--- src/rtl/vga_params_pkg.sv ---
// vga_params: shared 640x480@60 timing constants and a span helper for the scan controller and renderer
package vga_params;
    localparam int H_ACTIVE  = 640;
    localparam int H_FP      = 16;
    localparam int H_SYNC    = 96;
    localparam int H_BP      = 48;
    localparam int H_TOTAL   = H_ACTIVE + H_FP + H_SYNC + H_BP;
    localparam int V_ACTIVE  = 480;
    localparam int V_FP      = 10;
    localparam int V_SYNC    = 2;
    localparam int V_BP      = 33;
    localparam int V_TOTAL   = V_ACTIVE + V_FP + V_SYNC + V_BP;
    localparam int SNAP_LINE = V_ACTIVE;
    localparam int ADDR_W    = 19;

    function automatic logic in_span(input logic [9:0] c, input int lo, input int len);
        return c >= 10'(lo) && c < 10'(lo + len);
    endfunction
endpackage

--- src/rtl/vga_scan_controller_timing_gen.sv ---
// vga_timing_gen: h/v scan counters with active, sync, snapshot and end-of-frame decode
// ports: i_clk/i_rst clock and async active-high reset; o_active visible pixel;
//        o_hs_n/o_vs_n active-low syncs; o_snap first pixel of the snapshot line; o_eof last pixel of frame
module vga_timing_gen
    import vga_params::*;
#(
    parameter int HA = H_ACTIVE,
    parameter int HF = H_FP,
    parameter int HS = H_SYNC,
    parameter int HB = H_BP,
    parameter int VA = V_ACTIVE,
    parameter int VF = V_FP,
    parameter int VS = V_SYNC,
    parameter int VB = V_BP,
    parameter int SNAP = SNAP_LINE
) (
    input  logic i_clk,
    input  logic i_rst,
    output logic o_active,
    output logic o_hs_n,
    output logic o_vs_n,
    output logic o_snap,
    output logic o_eof
);
    localparam int HT = HA + HF + HS + HB;
    localparam int VT = VA + VF + VS + VB;

    logic [9:0] r_h, r_v;
    logic       w_h_end, w_v_end;

    assign w_h_end = r_h == 10'(HT - 1);
    assign w_v_end = r_v == 10'(VT - 1);

    always_ff @(posedge i_clk or posedge i_rst) begin
        if (i_rst) begin
            r_h <= '0;
            r_v <= '0;
        end else begin
            r_h <= w_h_end ? '0 : r_h + 10'd1;
            if (w_h_end) r_v <= w_v_end ? '0 : r_v + 10'd1;
        end
    end

    assign o_active = r_h < 10'(HA) && r_v < 10'(VA);
    assign o_hs_n   = !in_span(r_h, HA + HF, HS);
    assign o_vs_n   = !in_span(r_v, VA + VF, VS);
    assign o_snap   = r_h == '0 && r_v == 10'(SNAP);
    assign o_eof    = w_h_end && w_v_end;
endmodule

--- src/rtl/vga_scan_controller.sv ---
// vga_scan_controller: VGA scan-out with linear pixel address, frame-stable game snapshot and registered pins
// ports: clock/reset pixel clock and async active-high reset; field_in/score_in live game state;
//        bgr_data_raw renderer colour for ADDR {B,G,R}; ADDR linear pixel address (0 in blanking);
//        field/score snapshot to renderer; vga_r/g/b, vga_hs/vs (active-low), vga_blank_n registered pins;
//        frame_done one-cycle pulse while the snapshot is taken
module vga_scan_controller
    import vga_params::*;
#(
    parameter int HA = H_ACTIVE,
    parameter int HF = H_FP,
    parameter int HS = H_SYNC,
    parameter int HB = H_BP,
    parameter int VA = V_ACTIVE,
    parameter int VF = V_FP,
    parameter int VS = V_SYNC,
    parameter int VB = V_BP,
    parameter int SNAP = SNAP_LINE
) (
    input  logic              clock,
    input  logic              reset,
    input  logic [399:0]      field_in,
    input  logic [31:0]       score_in,
    input  logic [23:0]       bgr_data_raw,
    output logic [ADDR_W-1:0] ADDR,
    output logic [399:0]      field,
    output logic [31:0]       score,
    output logic [7:0]        vga_r,
    output logic [7:0]        vga_g,
    output logic [7:0]        vga_b,
    output logic              vga_hs,
    output logic              vga_vs,
    output logic              vga_blank_n,
    output logic              frame_done
);
    logic              w_active, w_hs_n, w_vs_n, w_snap, w_eof;
    logic [ADDR_W-1:0] r_addr;

    vga_timing_gen #(
        .HA(HA), .HF(HF), .HS(HS), .HB(HB),
        .VA(VA), .VF(VF), .VS(VS), .VB(VB),
        .SNAP(SNAP)
    ) u_timing (
        .i_clk   (clock),
        .i_rst   (reset),
        .o_active(w_active),
        .o_hs_n  (w_hs_n),
        .o_vs_n  (w_vs_n),
        .o_snap  (w_snap),
        .o_eof   (w_eof)
    );

    // running address replaces row*width+col; it holds through blanking so each line continues where the last ended
    always_ff @(posedge clock or posedge reset) begin
        if (reset) begin
            r_addr      <= '0;
            field       <= '0;
            score       <= '0;
            vga_r       <= '0;
            vga_g       <= '0;
            vga_b       <= '0;
            vga_hs      <= 1'b1;
            vga_vs      <= 1'b1;
            vga_blank_n <= 1'b0;
        end else begin
            r_addr <= w_eof ? '0 : w_active ? r_addr + 1'b1 : r_addr;
            if (w_snap) begin
                field <= field_in;
                score <= score_in;
            end
            {vga_b, vga_g, vga_r} <= w_active ? bgr_data_raw : '0;
            vga_hs      <= w_hs_n;
            vga_vs      <= w_vs_n;
            vga_blank_n <= w_active;
        end
    end

    assign ADDR       = w_active ? r_addr : '0;
    assign frame_done = w_snap;
endmodule

--- config.mk ---
export PLATFORM = sky130hd
export DESIGN_NAME = vga_scan_controller
export DESIGN_NICKNAME = d
export VERILOG_FILES = /design/src/rtl/vga_params_pkg.sv /design/src/rtl/vga_scan_controller_timing_gen.sv /design/src/rtl/vga_scan_controller.sv
export SDC_FILE = /design/constraint.sdc
export NUM_CORES = 1
export LEC_CHECK = 0
export CORE_AREA = 3 3 359 361
export CTS_CLUSTER_SIZE = 12
export DETAILED_ROUTE_END_ITERATION = 7
export DIE_AREA = 0 0 362 364
export PLACE_DENSITY = 0.4
export SYNTH_ARGS = -nofsm -noshare
export SYNTH_HDL_FRONTEND = slang
export SYNTH_SLANG_ARGS = --single-unit
--- constraint.sdc ---
create_clock -name clock -period 31 [get_ports clock]
set_input_delay 4.65 -clock clock [delete_from_list [all_inputs] [get_ports clock]]
set_output_delay 4.65 -clock clock [all_outputs]
set_load 0.1 [all_outputs]
==> impl_table.tex, run 1 <==
\begin{tabular}{lr}
\hline
Metric & Value \\
\hline
\multicolumn{2}{l}{\textbf{Placement}} \\
\quad I/O Buffers & 936 \\
\quad Placer congestion estimate & 0.807 \\
\quad Estimated wirelength of the detail-placed design & 59800 um \\
\quad Instance area at placement & 31300 um\^{}2 \\
\multicolumn{2}{l}{\textbf{GRT}} \\
\quad Global-route met3 utilization & 4.28\% \\
\quad Met2 Resource Use GR & 20.0\% \\
\quad Met1 Usage GRT & 11.9\% \\
\quad Residual overflow from global routing & 0 \\
\quad Gr usage total & 11.3\% \\
\quad Antenna violations before repair & 19 \\
\quad Most used routing layer & met2 \\
\quad Largest net degree at the start of global routing & 105 \\
\quad Number of global-route vias before repair & 15300 \\
\quad Global-route wire length before repair & 110000 um \\
\multicolumn{2}{l}{\textbf{Layout}} \\
\quad Leading cell type in the layout, fill and taps excluded & clkdlybuf4s50\_1 \\
\quad Area Growth Syn to Fin & 62.9\% \\
\quad Share of post-route cells with drive strength above 1 & 22.0\% \\
\quad Nets@finish & 2629 \\
\quad Number of fillers in the final layout & 12900 \\
\quad Most frequent cells in the layout & 931 x clkdlybuf4s50\_1, 496 x dfrtp\_1, 300 x mux2\_4 \\
\quad Post-route cell area & 33700 um\^{}2 \\
\multicolumn{2}{l}{\textbf{Floorplanning}} \\
\quad Row count & 130 \\
\quad I/O pin count & 937 \\
\quad Width of the chip & 362 um \\
\quad Area of the core region & 126000 um\^{}2 \\
\quad Die Footprint & 132000 um\^{}2 \\
\quad Initial core utilization & 16.5\% \\
\quad Vertical die dimension & 364 um \\
\multicolumn{2}{l}{\textbf{Setup path}} \\
\quad Crit path capture type & async pin \\
\quad Nature of the critical path startpoint & input port \\
\quad Crit path DAT & 8540 ps \\
\quad Worst Path Required & 31570 ps \\
\quad Maximum fanout encountered on the critical timing path & 104 \\
\quad CP Class & in -> async \\
\multicolumn{2}{l}{\textbf{Power and ir drop}} \\
\quad VDD IR max & 0.0289 mV \\
\quad Static power due to leakage & 0.0148 uW \\
\quad PwrDens & 46.2 nW/um\^{}2 \\
\multicolumn{2}{l}{\textbf{Routing}} \\
\quad Detailed Routing Iterations Pass 1 & 6 \\
\quad Wire per inst & 20.0 um \\
\quad Antenna violation net count after detailed routing & 0 \\
\quad Detailed Route Iter0 Violations & 559 \\
\quad Via count & 13900 \\
\quad Detail-routed via count per cell & 3.58 \\
\quad DRC Markers & 0 \\
\quad Routed Wire Length & 77700 um \\
\multicolumn{2}{l}{\textbf{Clock network}} \\
\quad Deepest level of the CTS H-tree & 3 \\
\quad Post-cts resize count & 0 \\
\quad Clk Latency, worst-skew pair & 620 ps \\
\quad Clk slew on worst S/H paths & 60 ps \\
\quad \# hold bufs at CTS & 0 \\
\quad Number of buffers on the longest clock path & 3 \\
\quad Clock root buffer & clkbuf\_16 \\
\quad CTS Buf Count & 68 \\
\quad Num Clock Sinks & 498 \\
\quad Total setup buffers inserted after CTS & 0 \\
\quad Clock tree from TritonCTS & done \\
\multicolumn{2}{l}{\textbf{STA}} \\
\quad Final Hold Violating Endpoints & 0 \\
\quad Final slew viol count & 0 \\
\quad Unrepaired setup endpoints after global routing & no \\
\quad Crit path time final & 7970 ps \\
\quad Post-route fraction of the period consumed by the critical path & 25.7\% \\
\quad Achievable Freq & 126 MHz \\
\quad Slew at the pin closest to its max-slew limit & 1170 ps \\
\quad Final-report setup violation count & 0 \\
\quad TNS Setup & 0 ps \\
\quad Largest clock skew in the final design & 33.3 ps \\
\quad Rel. slew slack & 21.8\% \\
\multicolumn{2}{l}{\textbf{Outcome}} \\
\quad Run status & finished, final reports clean \\
\multicolumn{2}{l}{\textbf{Synth}} \\
\quad Proportion of synthesized area in mux cells & 29.1\% \\
\quad Largest family of logic cells by synthesized area & multiplexers \\
\quad Number of warning messages in the yosys log & 0 \\
\quad Synth Area in Compound Gates & 0.930\% \\
\quad Synth Cell Area & 20700 um\^{}2 \\
\quad Post-synth top area cell & dfrtp\_1 \\
\quad Fraction of post-synthesis cell area in the top cell type by area & 59.9\% \\
\quad Prevailing post-synth register cell & dfrtp\_1 \\
\quad Number of flops mapped to enable cells by yosys & 0 \\
\quad Cell count after synthesis & 1212 \\
\quad Proportion of register bits with asynchronous set or reset after synthesis & 100\% \\
\quad Synth Area in Adders & 0.302\% \\
\quad Seq/Total Area, Yosys & 60.2\% \\
\quad Number of distinct library cell variants in the gate-level netlist after synthesis & 41 \\
\quad Cells taking the most area after synthesis & dfrtp\_1 60\%, mux2\_4 22\%, mux2\_1 4.3\%, buf\_12 3.2\%, mux2\_2 2.8\% \\
\quad Avg Inst Size Synth & 17.1 um\^{}2 \\
\quad Number of nets in the synthesized netlist & 1675 \\
\quad XOR/XNOR share of the synthesized area & 0.888\% \\
\quad Flops \& latches, synth & 498 \\
\quad Post-synthesis simple-gate area fraction & 4.01\% \\
\multicolumn{2}{l}{\textbf{Job}} \\
\quad Max\_cap viols & 0 \\
\multicolumn{2}{l}{\textbf{Hold path}} \\
\quad Path type of the worst min-delay path & reg -> reg \\
\hline
\end{tabular}
-- per-layer routing --
metal / part of all wire, % / up-vias
li1: - / 6213
met1: 36 / 6969
met2: 52 / 587
met3: 8.6 / 114
met4: 3.2 / 6
met5: 0.058 / -
-- synth_stat cells (5+ instances only) --
master / instances
nand2_1: 12
xor2_1: 14
mux2_4: 300
or4_1: 7
nor3_1: 10
xnor2_1: 7
o31ai_1: 6
mux2_1: 80
or3_1: 6
ha_1: 5
mux2_2: 52
clkbuf_1: 17
inv_1: 7
nor2_1: 23
o21ai_0: 9
buf_8: 9
dfrtp_1: 496
a21oi_1: 11
buf_12: 33
nand4_1: 9
and3_1: 47
buf_4: 6
nand3_1: 18
-- cell families (layout without fill, tap and decap cells) --
group	after synthesis	in the layout
AOI/OAI and AO/OA	31	31
muxes	435	435
other	0	12
DFF	498	498
adders and majority gates	5	5
buffers and inverters	76	1085
and+or+nand+nor	146	146
xor gates and xnor gates	21	21
-- final cells by class --
class	instances	area, um^2	share of cell area [%]
antenna	12	30.0	0.0890
clock buffer	100	1980	5.88
clock inverter	25	372	1.10
inverter	7	33.8	0.100
multi-input combinational	638	7300	21.6
sequential	498	12500	36.9
tap	1650	2060	6.12
timing repair buffer	953	9480	28.1
-- path summary, 6_finish.rpt --
check | start | end | slack [ps] | cells past startpoint
worst max-delay path | reset | vga_r[7]$_DFF_PP0_ | 23030 | 5
worst max register to register | u_timing.r_v[5]$_DFFE_PP0N_ | field[89]$_DFFE_PP0P_ | 25890 | 8
max in group clock | u_timing.r_v[5]$_DFFE_PP0N_ | frame_done | 23180 | 4
min in group asynchronous | reset | field[395]$_DFFE_PP0P_ | 4560 | 2
worst min-delay path | field[134]$_DFFE_PP0P_ | field[134]$_DFFE_PP0P_ | 480 | 1
worst min register to register | field[134]$_DFFE_PP0P_ | field[134]$_DFFE_PP0P_ | 480 | 1
-- critical path, cell delays in order --
cell and delay [ps]:
clkdlybuf4s50_1 490, inv_8 530, buf_4 730, buf_4 920, buf_4 930
-- per-stage QoR --
step,hold slack [ps],worst slack (ps),util (%),instances,power [uW]
floorplan,468,12450,-,1212,688
global placement,469,22280,24.9,3746,757
detailed placement,475,22200,24.9,3746,758
CTS,488,22900,26.8,3871,1600
global route,506,22450,26.8,3883,1630
finish,483,23030,26.8,3883,1560
-- power by group --
part           leakage (uW)  switching, uW  total (uW)  internal, uW
logic               0.00681           37.2        91.9          54.7
clock network       0.00115            314         814           500
registers           0.00686          0.464         653           652
-- state kept, by name, indices dropped and copies added, names as in the netlist --
register      cells
u_timing.r_v     10
vga_b             8
vga_blank_n       1
u_timing.r_h     10
r_addr           19
field           400
vga_hs            1
score            32
vga_r             8
vga_vs            1
vga_g             8
(Power assumes the default switching activity.)
==> run 2: changes to the inputs <==
Settings changed: CORE_AREA 3 3 359 361 to 3 3 368 370, DIE_AREA 0 0 362 364 to 0 0 371 373, PLACE_DENSITY 0.4 to 0.39.
Clock period 31 ns to 7.2 ns, I/O delays scaled along.
==> run 2 against run 1 <==
  * Critical endpoint is now frame_done
  * Sequential share of layout area about the same
  * Count of clock-buffer cells in the layout decreased by 1
  * Non-clock buffer count is 3 lower
  * Largest cell class unchanged
  * Sequential power rose to 4.3 times the previous value
==> impl_table.tex, run 2 (same netlist as run 1, synthesis figures left out) <==
\begin{tabular}{lr}
\hline
Metric & Value \\
\hline
\multicolumn{2}{l}{\textbf{Outcome}} \\
\quad Run status & finished, final reports clean \\
\multicolumn{2}{l}{\textbf{GRT}} \\
\quad Antenna violations before repair & 34 \\
\quad Global-route wire length before repair & 116000 um \\
\quad Residual overflow from global routing & 0 \\
\quad Largest net degree at the start of global routing & 159 \\
\quad Number of global-route vias before repair & 15400 \\
\quad Gr usage total & 11.5\% \\
\multicolumn{2}{l}{\textbf{Job}} \\
\quad Max\_cap viols & 0 \\
\multicolumn{2}{l}{\textbf{Layout}} \\
\quad Nets@finish & 2626 \\
\quad Area Growth Syn to Fin & 63.0\% \\
\quad Leading cell type in the layout, fill and taps excluded & clkdlybuf4s50\_1 \\
\quad Share of post-route cells with drive strength above 1 & 21.8\% \\
\quad Largest registers & field (400), score (32), r\_addr (19) \\
\quad Largest register by flop count & field \\
\quad Post-route cell area & 33700 um\^{}2 \\
\quad Flip-flop count of the largest register, all copies and words added & 400 \\
\quad Most frequent cells in the layout & 926 x clkdlybuf4s50\_1, 496 x dfrtp\_1, 300 x mux2\_4 \\
\multicolumn{2}{l}{\textbf{Power and ir drop}} \\
\quad VDD IR max & 0.138 mV \\
\quad Total Power & 6530 uW \\
\quad Internal Power & 5000 uW \\
\quad Share of power burned in the clock network & 50.9\% \\
\quad PwrDens & 193 nW/um\^{}2 \\
\quad Net switching fraction of the power & 23.4\% \\
\quad Static power due to leakage & 0.0147 uW \\
\quad Gate power share & 6.1\% \\
\quad Net switching power of the design & 1530 uW \\
\quad Share of total power in sequential cells & 43.1\% \\
\multicolumn{2}{l}{\textbf{Routing}} \\
\quad Detail-routed via count per cell & 3.49 \\
\quad Via count & 13900 \\
\quad Detailed Routing Iterations Pass 1 & 4 \\
\quad DRC Markers & 0 \\
\quad Antenna violation net count after detailed routing & 0 \\
\quad Wire per inst & 20.6 um \\
\quad Detailed Route Iter0 Violations & 549 \\
\quad Routed Wire Length & 82500 um \\
\multicolumn{2}{l}{\textbf{Setup path}} \\
\quad Reg-to-Reg Start & u\_timing.r\_v[7]\$\_DFFE\_PP0N\_ \\
\quad Path depth of the worst reg2reg path & 6 \\
\quad Crit path DAT & 3190 ps \\
\quad Crit path capture type & primary output \\
\quad CP Class & reg -> out \\
\quad Worst reg2reg setup slack & 3650 ps \\
\quad Nature of the critical path startpoint & flip-flop \\
\quad Origin of the worst setup path & u\_timing.r\_v[7]\$\_DFFE\_PP0N\_ \\
\quad Capturing element of the worst setup path & frame\_done \\
\quad Worst Path Required & 6120 ps \\
\quad FF-to-FF End & field[102]\$\_DFFE\_PP0P\_ \\
\quad Maximum fanout encountered on the critical timing path & 6 \\
\multicolumn{2}{l}{\textbf{STA}} \\
\quad Final slew viol count & 0 \\
\quad Slew at the pin closest to its max-slew limit & 1200 ps \\
\quad Crit path time final & 4270 ps \\
\quad Rel. slew slack & 19.8\% \\
\quad Final-report setup violation count & 0 \\
\quad Post-route worst setup slack & 2930 ps \\
\quad Largest clock skew in the final design & 25.8 ps \\
\quad Post-route fraction of the period consumed by the critical path & 59.4\% \\
\quad Final Hold Violating Endpoints & 0 \\
\quad Achievable Freq & 234 MHz \\
\quad Unrepaired setup endpoints after global routing & no \\
\quad Worst Hold Margin & 483 ps \\
\multicolumn{2}{l}{\textbf{Placement}} \\
\quad I/O Buffers & 936 \\
\quad Estimated wirelength of the detail-placed design & 63100 um \\
\quad Instance area at placement & 31500 um\^{}2 \\
\quad Worst Setup Slack post-DPL & 3530 ps \\
\quad Placer congestion estimate & 0.798 \\
\multicolumn{2}{l}{\textbf{Clock network}} \\
\quad Clock root buffer & clkbuf\_16 \\
\quad Post-cts resize count & 0 \\
\quad Total setup buffers inserted after CTS & 0 \\
\quad CTS Buf Count & 68 \\
\quad Number of buffers on the longest clock path & 3 \\
\quad Clk Latency, worst-skew pair & 640 ps \\
\quad Deepest level of the CTS H-tree & 3 \\
\quad Clk slew on worst S/H paths & 60 ps \\
\quad Num Clock Sinks & 498 \\
\quad Clock tree from TritonCTS & done \\
\quad \# hold bufs at CTS & 0 \\
\multicolumn{2}{l}{\textbf{Floorplanning}} \\
\quad I/O pin count & 937 \\
\quad Width of the chip & 371 um \\
\quad Initial core utilization & 15.6\% \\
\quad Die Footprint & 138000 um\^{}2 \\
\quad Area of the core region & 133000 um\^{}2 \\
\quad Vertical die dimension & 373 um \\
\quad Row count & 134 \\
\multicolumn{2}{l}{\textbf{Hold path}} \\
\quad Hold Path Cell Cnt & 1 \\
\quad Path type of the worst min-delay path & reg -> reg \\
\hline
\end{tabular}
run 2: cell types whose count changed in the layout (fill, tap and decap cells not counted), sizes merged, moves of 2 or more:
| cell | change |
|---|---|
| bufinv | -4 |
| clkdlybuf4s50 | -5 |
| clkinvlp | +3 |
| buf | +2 |
| clkinv | -3 |
| diode | +4 |
run 2: metal layers:
metal | wire, um | vias up | GRT usage [%] | share of wire [%]
met4 | 2290 | 2 | 4.99 | 2.8
li1 | - | 6228 | - | -
met2 | 41000 | 626 | 19.6 | 50
met5 | 7 | - | 0 | 0.0085
met3 | 7520 | 114 | 4.45 | 9.1
met1 | 31700 | 6970 | 12.8 | 38
run 2: area by class of cell:
type                            instances  area (um^2)
Antenna cell                           16         40.0
Clock buffer                           99         1930
Clock inverter                         22          250
Fill cell                           13800        99200
Inverter                                7         30.0
Multi-Input combinational cell        638         7300
Sequential cell                       498        12500
Tap cell                             1768         2210
Timing Repair Buffer                  950         9520
run 2: worst min-delay path by stage:
stage / from / endpoint
3_3_place_gp: field[115]$_DFFE_PP0P_ / field[115]$_DFFE_PP0P_
6_report: field[123]$_DFFE_PP0P_ / field[123]$_DFFE_PP0P_
5_1_grt: field[129]$_DFFE_PP0P_ / field[129]$_DFFE_PP0P_
3_5_place_dp: field[123]$_DFFE_PP0P_ / field[123]$_DFFE_PP0P_
2_1_floorplan: u_timing.r_h[0]$_DFF_PP0_ / u_timing.r_h[0]$_DFF_PP0_
4_1_cts: field[123]$_DFFE_PP0P_ / field[123]$_DFFE_PP0P_
run 2: critical path, cell delays in order, from the launching register on:
cell and delay, ps:
dfrtp_1 470, nand4_1 190, or4_4 480, nor3_1 210, clkdlybuf4s50_1 1200
run 2: through the flow:
| step | TNS, ps | utilization [%] | std cells |
|---|---|---|---|
| final | 0 | 25.4 | 3998 |
| after global routing | 0 | 25.4 | 3996 |
| after CTS | 0 | 25.4 | 3982 |
| after detailed placement | 0 | 23.7 | 3861 |
| after global placement | 0 | 23.7 | 3861 |
| after floorplan | -314900 | - | 1212 |
run 2: power by group through the flow:
stage / sequential, uW / clock (uW) / combinational, uW
floorplan: 2910 / 0 / 49.6
detailed placement: 2860 / 0 / 405
global placement: 2860 / 0 / 400
CTS: 2810 / 3490 / 407
finish: 2810 / 3320 / 395
global route: 2810 / 3590 / 424
==> run 3: changes to the inputs <==
Clock period 7.2 ns to 3.6 ns, I/O delays scaled along.
==> run 3 against run 2 <==
  * Wire length up 0.53%
  * Via count up 0.24%
  * Flip-flop and latch count unchanged
  * Die area unchanged
  * Global-route usage up 0.096 points
  * Core utilization up 0.17 points
  * Critical path type unchanged
  * Highest routed layer unchanged
==> impl_table.tex, run 3 (same netlist as run 1, synthesis figures left out) <==
\begin{tabular}{lr}
\hline
Metric & Value \\
\hline
\multicolumn{2}{l}{\textbf{STA}} \\
\quad Post-route fraction of the period consumed by the critical path & 80.1\% \\
\quad Unrepaired setup endpoints after global routing & no \\
\quad Final slew viol count & 0 \\
\quad Final Hold Violating Endpoints & 0 \\
\quad Rel. slew slack & 24.6\% \\
\quad Largest clock skew in the final design & 21.2 ps \\
\quad Final-report setup violation count & 0 \\
\quad Worst Hold Margin & 359 ps \\
\quad Crit path time final & 2880 ps \\
\quad Achievable Freq & 347 MHz \\
\quad Slew at the pin closest to its max-slew limit & 1130 ps \\
\multicolumn{2}{l}{\textbf{GRT}} \\
\quad Largest net degree at the start of global routing & 96 \\
\quad Most used routing layer & met2 \\
\quad Met1 Usage GRT & 12.5\% \\
\quad Global-route met3 utilization & 5.08\% \\
\quad Number of global-route vias before repair & 15400 \\
\quad Global-route wire length before repair & 117000 um \\
\quad Antenna violations before repair & 25 \\
\quad Met2 Resource Use GR & 20.4\% \\
\quad Gr usage total & 11.6\% \\
\quad Residual overflow from global routing & 0 \\
\multicolumn{2}{l}{\textbf{Layout}} \\
\quad Area occupied by multi-input gates & 7310 um\^{}2 \\
\quad Share of post-route cells with drive strength above 1 & 25.2\% \\
\quad Largest register by flop count & field \\
\quad Area Growth Syn to Fin & 64.0\% \\
\quad Flip-flop count of the largest register, all copies and words added & 400 \\
\quad Footprint of the flip-flops and latches & 12500 um\^{}2 \\
\quad Nets@finish & 2645 \\
\quad Number of fillers in the final layout & 13700 \\
\quad Most frequent cells in the layout & 873 x clkdlybuf4s50\_1, 496 x dfrtp\_1, 300 x mux2\_4 \\
\quad Largest registers & field (400), score (32), r\_addr (19) \\
\quad Post-route cell area & 34000 um\^{}2 \\
\quad Leading cell type in the layout, fill and taps excluded & clkdlybuf4s50\_1 \\
\multicolumn{2}{l}{\textbf{Power and ir drop}} \\
\quad Internal Power & 10200 uW \\
\quad VDD IR max & 0.278 mV \\
\quad Net switching power of the design & 3010 uW \\
\quad PwrDens & 390 nW/um\^{}2 \\
\quad Share of power burned in the clock network & 51.5\% \\
\quad Net switching fraction of the power & 22.7\% \\
\quad Gate power share & 6.1\% \\
\quad Share of total power in sequential cells & 42.4\% \\
\quad Static power due to leakage & 0.0150 uW \\
\multicolumn{2}{l}{\textbf{Setup path}} \\
\quad Crit path capture type & primary output \\
\quad Path depth of the worst reg2reg path & 6 \\
\quad Maximum fanout encountered on the critical timing path & 7 \\
\quad Worst path max stage delay & 490 ps \\
\quad CP Class & reg -> out \\
\quad Worst Path Required & 3060 ps \\
\quad Critical path's slowest cell & dfrtp\_1 \\
\quad Crit path DAT & 2340 ps \\
\quad Worst reg2reg setup slack & 860 ps \\
\quad Crit path cell chain & nand4\_1 -> or4\_4 -> nor3\_2 -> buf\_4 \\
\quad Nature of the critical path startpoint & flip-flop \\
\multicolumn{2}{l}{\textbf{Hold path}} \\
\quad Path type of the worst min-delay path & in -> async \\
\multicolumn{2}{l}{\textbf{Placement}} \\
\quad Instance area at placement & 31700 um\^{}2 \\
\quad I/O Buffers & 936 \\
\quad Placer congestion estimate & 0.821 \\
\quad Estimated wirelength of the detail-placed design & 64100 um \\
\multicolumn{2}{l}{\textbf{Clock network}} \\
\quad CTS Buf Count & 69 \\
\quad Number of buffers on the longest clock path & 3 \\
\quad Clock tree from TritonCTS & done \\
\quad Deepest level of the CTS H-tree & 3 \\
\quad Post-cts resize count & 0 \\
\quad Total setup buffers inserted after CTS & 0 \\
\quad Num Clock Sinks & 498 \\
\quad \# hold bufs at CTS & 0 \\
\quad Clk Latency, worst-skew pair & 630 ps \\
\quad Clock root buffer & clkbuf\_16 \\
\quad Clk slew on worst S/H paths & 60 ps \\
\multicolumn{2}{l}{\textbf{Routing}} \\
\quad Detail-routed via count per cell & 3.48 \\
\quad Via count & 14000 \\
\quad DRC Markers & 0 \\
\quad Antenna violation net count after detailed routing & 0 \\
\quad Detailed Routing Iterations Pass 1 & 4 \\
\quad Detailed Route Iter0 Violations & 398 \\
\quad Routed Wire Length & 82900 um \\
\quad Wire per inst & 20.6 um \\
\multicolumn{2}{l}{\textbf{Floorplanning}} \\
\quad I/O pin count & 937 \\
\quad Die Footprint & 138000 um\^{}2 \\
\quad Initial core utilization & 15.6\% \\
\quad Vertical die dimension & 373 um \\
\quad Width of the chip & 371 um \\
\quad Row count & 134 \\
\quad Area of the core region & 133000 um\^{}2 \\
\multicolumn{2}{l}{\textbf{Job}} \\
\quad Max\_cap viols & 0 \\
\multicolumn{2}{l}{\textbf{Outcome}} \\
\quad Run status & finished, final reports clean \\
\hline
\end{tabular}
## run 3: final timing paths
| path | from | endpoint |
|---|---|---|
| min in group clock | field[131]$_DFFE_PP0P_ | field[131]$_DFFE_PP0P_ |
| worst max-delay path | u_timing.r_v[5]$_DFFE_PP0N_ | frame_done |
| worst min register to register | field[131]$_DFFE_PP0P_ | field[131]$_DFFE_PP0P_ |
| max in group asynchronous | reset | field[55]$_DFFE_PP0P_ |
| worst min-delay path | reset | field[274]$_DFFE_PP0P_ |
| worst max register to register | u_timing.r_v[5]$_DFFE_PP0N_ | field[66]$_DFFE_PP0P_ |
## run 3: layout make-up
type,count,share of cell area [%]
clock inverter,23,0.685
antenna,18,0.133
sequential,498,36.7
multi-input combinational,638,21.5
tap,1768,6.51
clock buffer,100,5.97
timing repair buffer,968,28.4
inverter,7,0.0884
## run 3: through the flow
stage / std cells / total power, uW / util, % / TNS [ps] / setup slack (ps)
floorplan: 1212 / 5930 / - / -1836280 / -3690
global placement: 3879 / 6540 / 23.8 / 0 / 823
detailed placement: 3879 / 6550 / 23.8 / 0 / 872
CTS: 4002 / 13600 / 25.5 / 0 / 618
global route: 4008 / 13800 / 25.5 / 0 / 539
finish: 4020 / 13200 / 25.6 / 0 / 716
## run 3: layer usage
layer	vias up	part of all wire [%]	wire (um)
li1	6256	-	-
met1	7012	37	30800
met2	588	51	42000
met3	114	9.4	7800
met4	4	2.8	2330
met5	-	0.019	16
## run 3: critical path, delay by kind of cell, from the launching register on
kind / cells / cell delay (ps)
AND/OR/NAND/NOR: 3 / 900
flip-flops: 1 / 490
buffers and inverters: 1 / 330
## run 3: power groups by stage
stage	clock network, uW	registers, uW	logic, uW
3_5_place_dp	0	5720	828
5_1_grt	7360	5620	869
3_3_place_gp	0	5720	822
4_1_cts	7140	5620	833
2_1_floorplan	0	5830	99.1
6_report	6820	5620	811
==> RTL edit 1, RTL diff (flow settings as in run 3) <==
Add an input register stage for `field_in`, with the module's reset; this delays it by one clock. The other inputs are not delayed to match.
--- a/src/rtl/vga_scan_controller.sv
+++ b/src/rtl/vga_scan_controller.sv
@@ -33,4 +33,15 @@
     output logic              frame_done
 );
+
+    logic [399:0] field_q;
+
+    always_ff @(posedge clock or posedge reset) begin
+        if (reset) begin
+            field_q <= '0;
+        end else begin
+            field_q <= field_in;
+        end
+    end
+
     logic              w_active, w_hs_n, w_vs_n, w_snap, w_eof;
     logic [ADDR_W-1:0] r_addr;
@@ -65,5 +76,5 @@
             r_addr <= w_eof ? '0 : w_active ? r_addr + 1'b1 : r_addr;
             if (w_snap) begin
-                field <= field_in;
+                field <= field_q;
                 score <= score_in;
             end
Behaviour: same outputs for any inputs over 10 cycles, from zero or initial values and one cycle with reset high; that may be too few to reach the edited logic, so the function may still have changed.
==> RTL edit 1 against run 3 <==
  * Synthesized cell count is 33% higher
  * Worst setup slack worse by 0.40 ns
  * First-iteration DRC count is 89% higher
  * Wire length is 16% higher
  * Hold slack worse by 0.094 ns
  * Power is 67% higher
  * Die area stayed put
  * Design area is 34% higher
  * Sequential share of layout area is 13 points higher
  * Sequential cell count is 400 higher
  * Area after synthesis is 48% higher
==> RTL edit 1: results (changes against run 3) <==
The run finished with clean final reports. The post-CTS setup buffer count was 0 (unchanged). The largest registers in the layout are field x400, field_q x400, score x32.

The worst-skew pair later-pin latency came out at 0.71 ns (+0.08 ns). The via count of the first global-routing pass came out at 19300 (+26%). The share of synthesized area occupied by flip-flops and latches was 73.2% (+13 points). The layout filler cell count is 12800 (-6.5%).

The standard cell area after detailed placement came out at 41900 µm² (+32%). The highest metal layer carrying signal wires in the routed design is met5. For this run, the leading register cell type out of synthesis is dfrtp_1. The master of the slowest instance on the critical path is nor3_4. The synthesized netlist net count came out at 2069 (+24%).

The peak supply drop came out at 0.000382 V (+37%). The proportion of register bits with asynchronous set or reset after synthesis came out at 100% (unchanged). The deepest clock path buffer count is 3 (unchanged).

The global router's overall resource usage came out at 13.6% (+2.0 points). The static leakage came out at 20.3 nW (+35%). The final clock skew is 0.0256 ns (+0.00443 ns). The first-pass GRT wire length came out at 139000 µm (+19%). The family of cells with the greatest summed delay on the critical path is simple AND/OR/NAND/NOR gates. After synthesis, the cell types taking the most area are dfrtp_1 (73%), mux2_4 (15%), mux2_1 (2.9%), buf_12 (2.2%), mux2_2 (1.9%). The via count is 17200 (+23%).

The routed metal-1 wire length came out at 35200 µm (+14%). The transition at the pin with the smallest max-transition slack came out at 1.12 ns (-0.00736 ns). The net total in the final layout came to 3094 (+17%). The deepest level of the CTS H-tree is 3 (unchanged).

The TritonCTS buffer count came out at 104 (+51%). Counting instances in the post-synthesis netlist gives the leading cell types as dfrtp_1 (896), mux2_4 (300), mux2_1 (80), mux2_2 (52), and2_1 (43). The number of input and output port buffers inserted was 936 (unchanged). The initial antenna violation count is 28 (+12%). The detailed-placement wirelength estimate was 71800 µm (+12%). The data arrival time of the critical path is 2.74 ns (+0.40 ns). The root buffer selected by CTS is clkbuf_16.

The final worst-path cycle share came to 91.1% (+11 points). The largest fanout on the critical path came out at 28 (+21). The number of DRC markers in iteration 0 came to 752 (+89%). The total of warnings raised by yosys is 0 (unchanged). The detailed-routed wire length on met3 is 9470 µm (+21%). The post-CTS clock slew at the launch and capture registers of the worst setup and hold paths is 0.06 ns (about the same). The sum of routed wire length over all layers came to 95800 µm (+16%).

The largest stage delay on the critical path is 0.72 ns (+0.23 ns). The final weighted congestion of routability-driven global placement came out at 0.780 (-5.0%). The maximum number of pins on one net before global-route repair is 87 (-9.4%). The post-CTS resize count came out at 0 (unchanged). The met2 wirelength from detailed routing is 48900 µm (+16%). The total iterations of the first detailed-routing run came out at 4 (unchanged). The fraction of final layout cells with drive strength greater than 1 came out at 23.3% (-1.9 points).

The path class of the tightest hold or removal check is primary input to async pin. The number of distinct library cell variants in the gate-level netlist after synthesis was 43 (+4.9%).
[RTL edit 1: cell types whose count changed after synthesis, sizes merged, moves of 3 or more]
cell,run 3,this run
and2,3,43
xor2,14,5
and3,47,7
o31ai,6,10
or4,8,13
clkbuf,17,10
a21oi,11,15
nor3,11,4
nor2,23,16
xnor2,7,10
dfrtp,496,896
nand4,9,6
[RTL edit 1: power breakdown]
group,switching (mW),internal (mW)
clock,4.36,6.50
combinational,0.403,0.501
sequential,0.0691,10.3
total,4.83,17.3
[RTL edit 1: layer usage]
metal,track usage [%],vias to the layer above
li1,-,7581
met5,0,-
met1,14.8,8868
met2,23.8,625
met3,6.30,154
met4,3.61,20
[RTL edit 1: worst paths after layout]
path                                     endpoint  cells after the start                         from  slack (ns)
max                                      ADDR[18]                      4  u_timing.r_v[5]$_DFFE_PP0N_        0.32
min                        field_q[222]$_DFF_PP0_                      2                        reset        0.26
max reg2reg                field[343]$_DFFE_PP0P_                      6  u_timing.r_v[5]$_DFFE_PP0N_        0.84
min reg2reg                field[138]$_DFFE_PP0P_                      1       field_q[138]$_DFF_PP0_        0.45
max in group asynchronous  field_q[103]$_DFF_PP0_                      3                        reset        2.09
min in group clock         field_q[156]$_DFF_PP0_                      1                field_in[156]        0.27
[RTL edit 1: logic make-up (layout without fill, tap and decap cells)]
family | Yosys count | after routing | synth area share (%)
DFF | 898 | 898 | 73.2
AOI/OAI and AO/OA | 40 | 40 | 0.774
and+or+nand+nor | 142 | 142 | 2.75
xor gates and xnor gates | 15 | 15 | 0.428
adders and majority gates | 5 | 5 | 0.204
buffers and inverters | 71 | 1182 | 3.05
muxes | 435 | 435 | 19.6
other | 0 | 15 | 0
[RTL edit 1: area by class of cell]
type	count	area [µm²]	area share, %
tap	1768	2210	4.86
antenna	15	37.5	0.0825
clock buffer	155	3120	6.85
sequential	898	22500	49.4
clock inverter	37	470	1.03
multi-input combinational	637	7320	16.1
inverter	9	37.5	0.0825
timing repair buffer	981	9810	21.6
[RTL edit 1: per-stage QoR]
| stage | utilization, % | worst slack [ns] | instances | hold slack (ns) |
|---|---|---|---|---|
| 3_5_place_dp | 31.5 | 0.812 | 4293 | 0.448 |
| 5_1_grt | 34.2 | 0.0456 | 4490 | 0.192 |
| 4_1_cts | 34.2 | 0.152 | 4485 | 0.180 |
| 3_3_place_gp | 31.5 | 0.834 | 4293 | 0.440 |
| 2_1_floorplan | - | -9.29 | 1606 | 0.439 |
| 6_report | 34.2 | 0.319 | 4500 | 0.265 |
==> RTL edit 2, RTL diff (settings of run 3) <==
Without the edit above. Change the package constant `ADDR_W` from 19 to 27.
--- a/src/rtl/vga_params_pkg.sv
+++ b/src/rtl/vga_params_pkg.sv
@@ -12,5 +12,5 @@
     localparam int V_TOTAL   = V_ACTIVE + V_FP + V_SYNC + V_BP;
     localparam int SNAP_LINE = V_ACTIVE;
-    localparam int ADDR_W    = 19;
+    localparam int ADDR_W    = 27;
 
     function automatic logic in_span(input logic [9:0] c, input int lo, input int len);
Interface: changed (resized ADDR); port bits go from 937 to 945. The function was not compared with the original's and may differ.
==> RTL edit 2 against run 3 <==
  * Power increased by 3.4%
  * Worst setup slack got worse by 0.30 ns
  * Area after synthesis decreased by 5.7%
  * Critical path type unchanged
  * Utilization is 0.34 points lower
  * Via count rose by 4.1%
  * Wire length increased by 6.2%
  * Clock skew grew 0.0035 ns
  * Clock power is 5.4% higher
  * Design area fell by 1.3%
  * Sequential cell count is 8 higher
  * Critical path depth increased by 1
==> RTL edit 2: results (changes against run 3) <==
The setup slack of the worst register-to-register path came out at 0.77 ns (-0.09 ns). The share of synthesized area occupied by flip-flops and latches is 64.9% (+4.7 points). The complex-gate fraction of the synthesized area came out at 1.51% (+0.58 points). The standard cell area after detailed placement is 31100 µm² (-1.9%).

The startpoint identified for the worst register-to-register timing path is u_timing.r_h[0]$_DFF_PP0_. The static leakage came out at 14.9 nW (-1.1%). The post-CTS resize count came to 1 (+1). The largest fanout on the critical path is 33 (+26). The post-synthesis adder-cell area fraction came out at 0.320% (+0.018 points). The post-place setup slack was 0.679 ns (-0.193 ns). The via count came to 14600 (+4.1%). The number of standard cells after synthesis came to 1270 (+4.8%). The transition at the pin with the smallest max-transition slack came to 1.13 ns (+0.00749 ns). The number of DRC markers in iteration 0 came out at 408 (+2.5%).

The final weighted congestion of routability-driven global placement is 0.829 (+0.97%). The cell count of the worst reg-to-reg path came out at 8 (+2). The final clock skew came out at 0.0247 ns (+0.00346 ns). The power share of the sequential group is 41.7% (-0.7 points). The detailed-placement wirelength estimate was 70900 µm (+11%). The commonest cells after synthesis are dfrtp_1 (504), mux2_2 (432), and2_1 (51), buf_2 (45), nand3_1 (22).

The xor and xnor fraction of the mapped netlist area came out at 0.808% (-0.080 points). The peak supply drop came to 0.000280 V (+0.66%). The count of placed standard cells including taps came out at 3947 (+1.8%).

The data arrival time of the critical path was 2.64 ns (+0.30 ns). The via count of the first global-routing pass came out at 16200 (+5.1%). The worst hold-check slack came out at 0.261 ns (-0.0974 ns).

The maximum number of pins on one net before global-route repair is 139 (+45%). The global router's overall resource usage is 12.4% (+0.74 points). The switching part of the total power is 22.0% (-0.72 points).

The deepest clock path buffer count came out at 3 (unchanged). The share of Yosys cell area claimed by the top area cell type came to 64.6% (+4.7 points). In the final layout, the registers with the most flip-flops are field x400, score x32, r_addr x27.

The number of distinct library cell variants in the gate-level netlist after synthesis is 34 (-17%). The first-pass GRT wire length is 123000 µm (+4.9%). The synthesized netlist net count came to 1733 (+3.5%). The initial antenna violation count is 40 (+60%). The fraction of final layout cells with drive strength greater than 1 is 29.4% (+4.2 points).

The net total in the final layout was 2714 (+2.6%). The combinational share of power is 5.8% (-0.3 points). The final critical path time including I/O delays and setup is 3.18 ns (+0.297 ns).

The capture point of the worst path is ADDR[26]. The number of input and output port buffers inserted is 944 (+0.85%). The run finished with clean final reports. The mux share of post-synthesis cell area came out at 25.4% (-3.7 points). The average routed wire per standard cell came out at 21.5 µm (+4.4%). Tracing the worst setup path back leads to its startpoint at u_timing.r_h[7]$_DFF_PP0_. The master of the slowest instance on the critical path is or3_1. By area the synthesized netlist is led by dfrtp_1 (65%), mux2_2 (25%), and2_1 (1.6%), buf_2 (1.2%), xnor2_1 (0.58%). The sequential group power came out at 5.71 mW (+2%). The routed via count divided by cell count came to 3.56 (+2.4%). The TritonCTS buffer count came out at 70 (+1.4%). In this run the critical register-to-register path is captured at field[293]$_DFFE_PP0P_.
RTL edit 2: changes by cell type after synthesis, moves of 8 or more:
cell / run 3 / this run
and3_1: 47 / 6
xor2_1: 14 / 5
mux2_4: 300 / 0
buf_8: 9 / 0
dfrtp_1: 496 / 504
mux2_1: 80 / 0
mux2_2: 52 / 432
buf_12: 33 / 0
and2_1: 3 / 51
buf_2: 3 / 45
nor4_1: 2 / 10
RTL edit 2: layout make-up:
class | instances | area (µm²)
Multi-Input combinational cell | 686 | 6500
Clock buffer | 103 | 2080
Antenna cell | 19 | 47.5
Sequential cell | 506 | 12700
Timing Repair Buffer | 978 | 9670
Inverter | 9 | 38.8
Tap cell | 1768 | 2210
Fill cell | 13900 | 99400
Clock inverter | 20 | 308
RTL edit 2: routing by layer:
metal  vias to the layer above  track usage [%]  wire length, µm
li1                       6509                -                -
met1                      7272             12.4            30400
met2                       628             22.1            45500
met3                       138             6.12             9530
met4                         6             4.21             2510
met5                         -                0               41
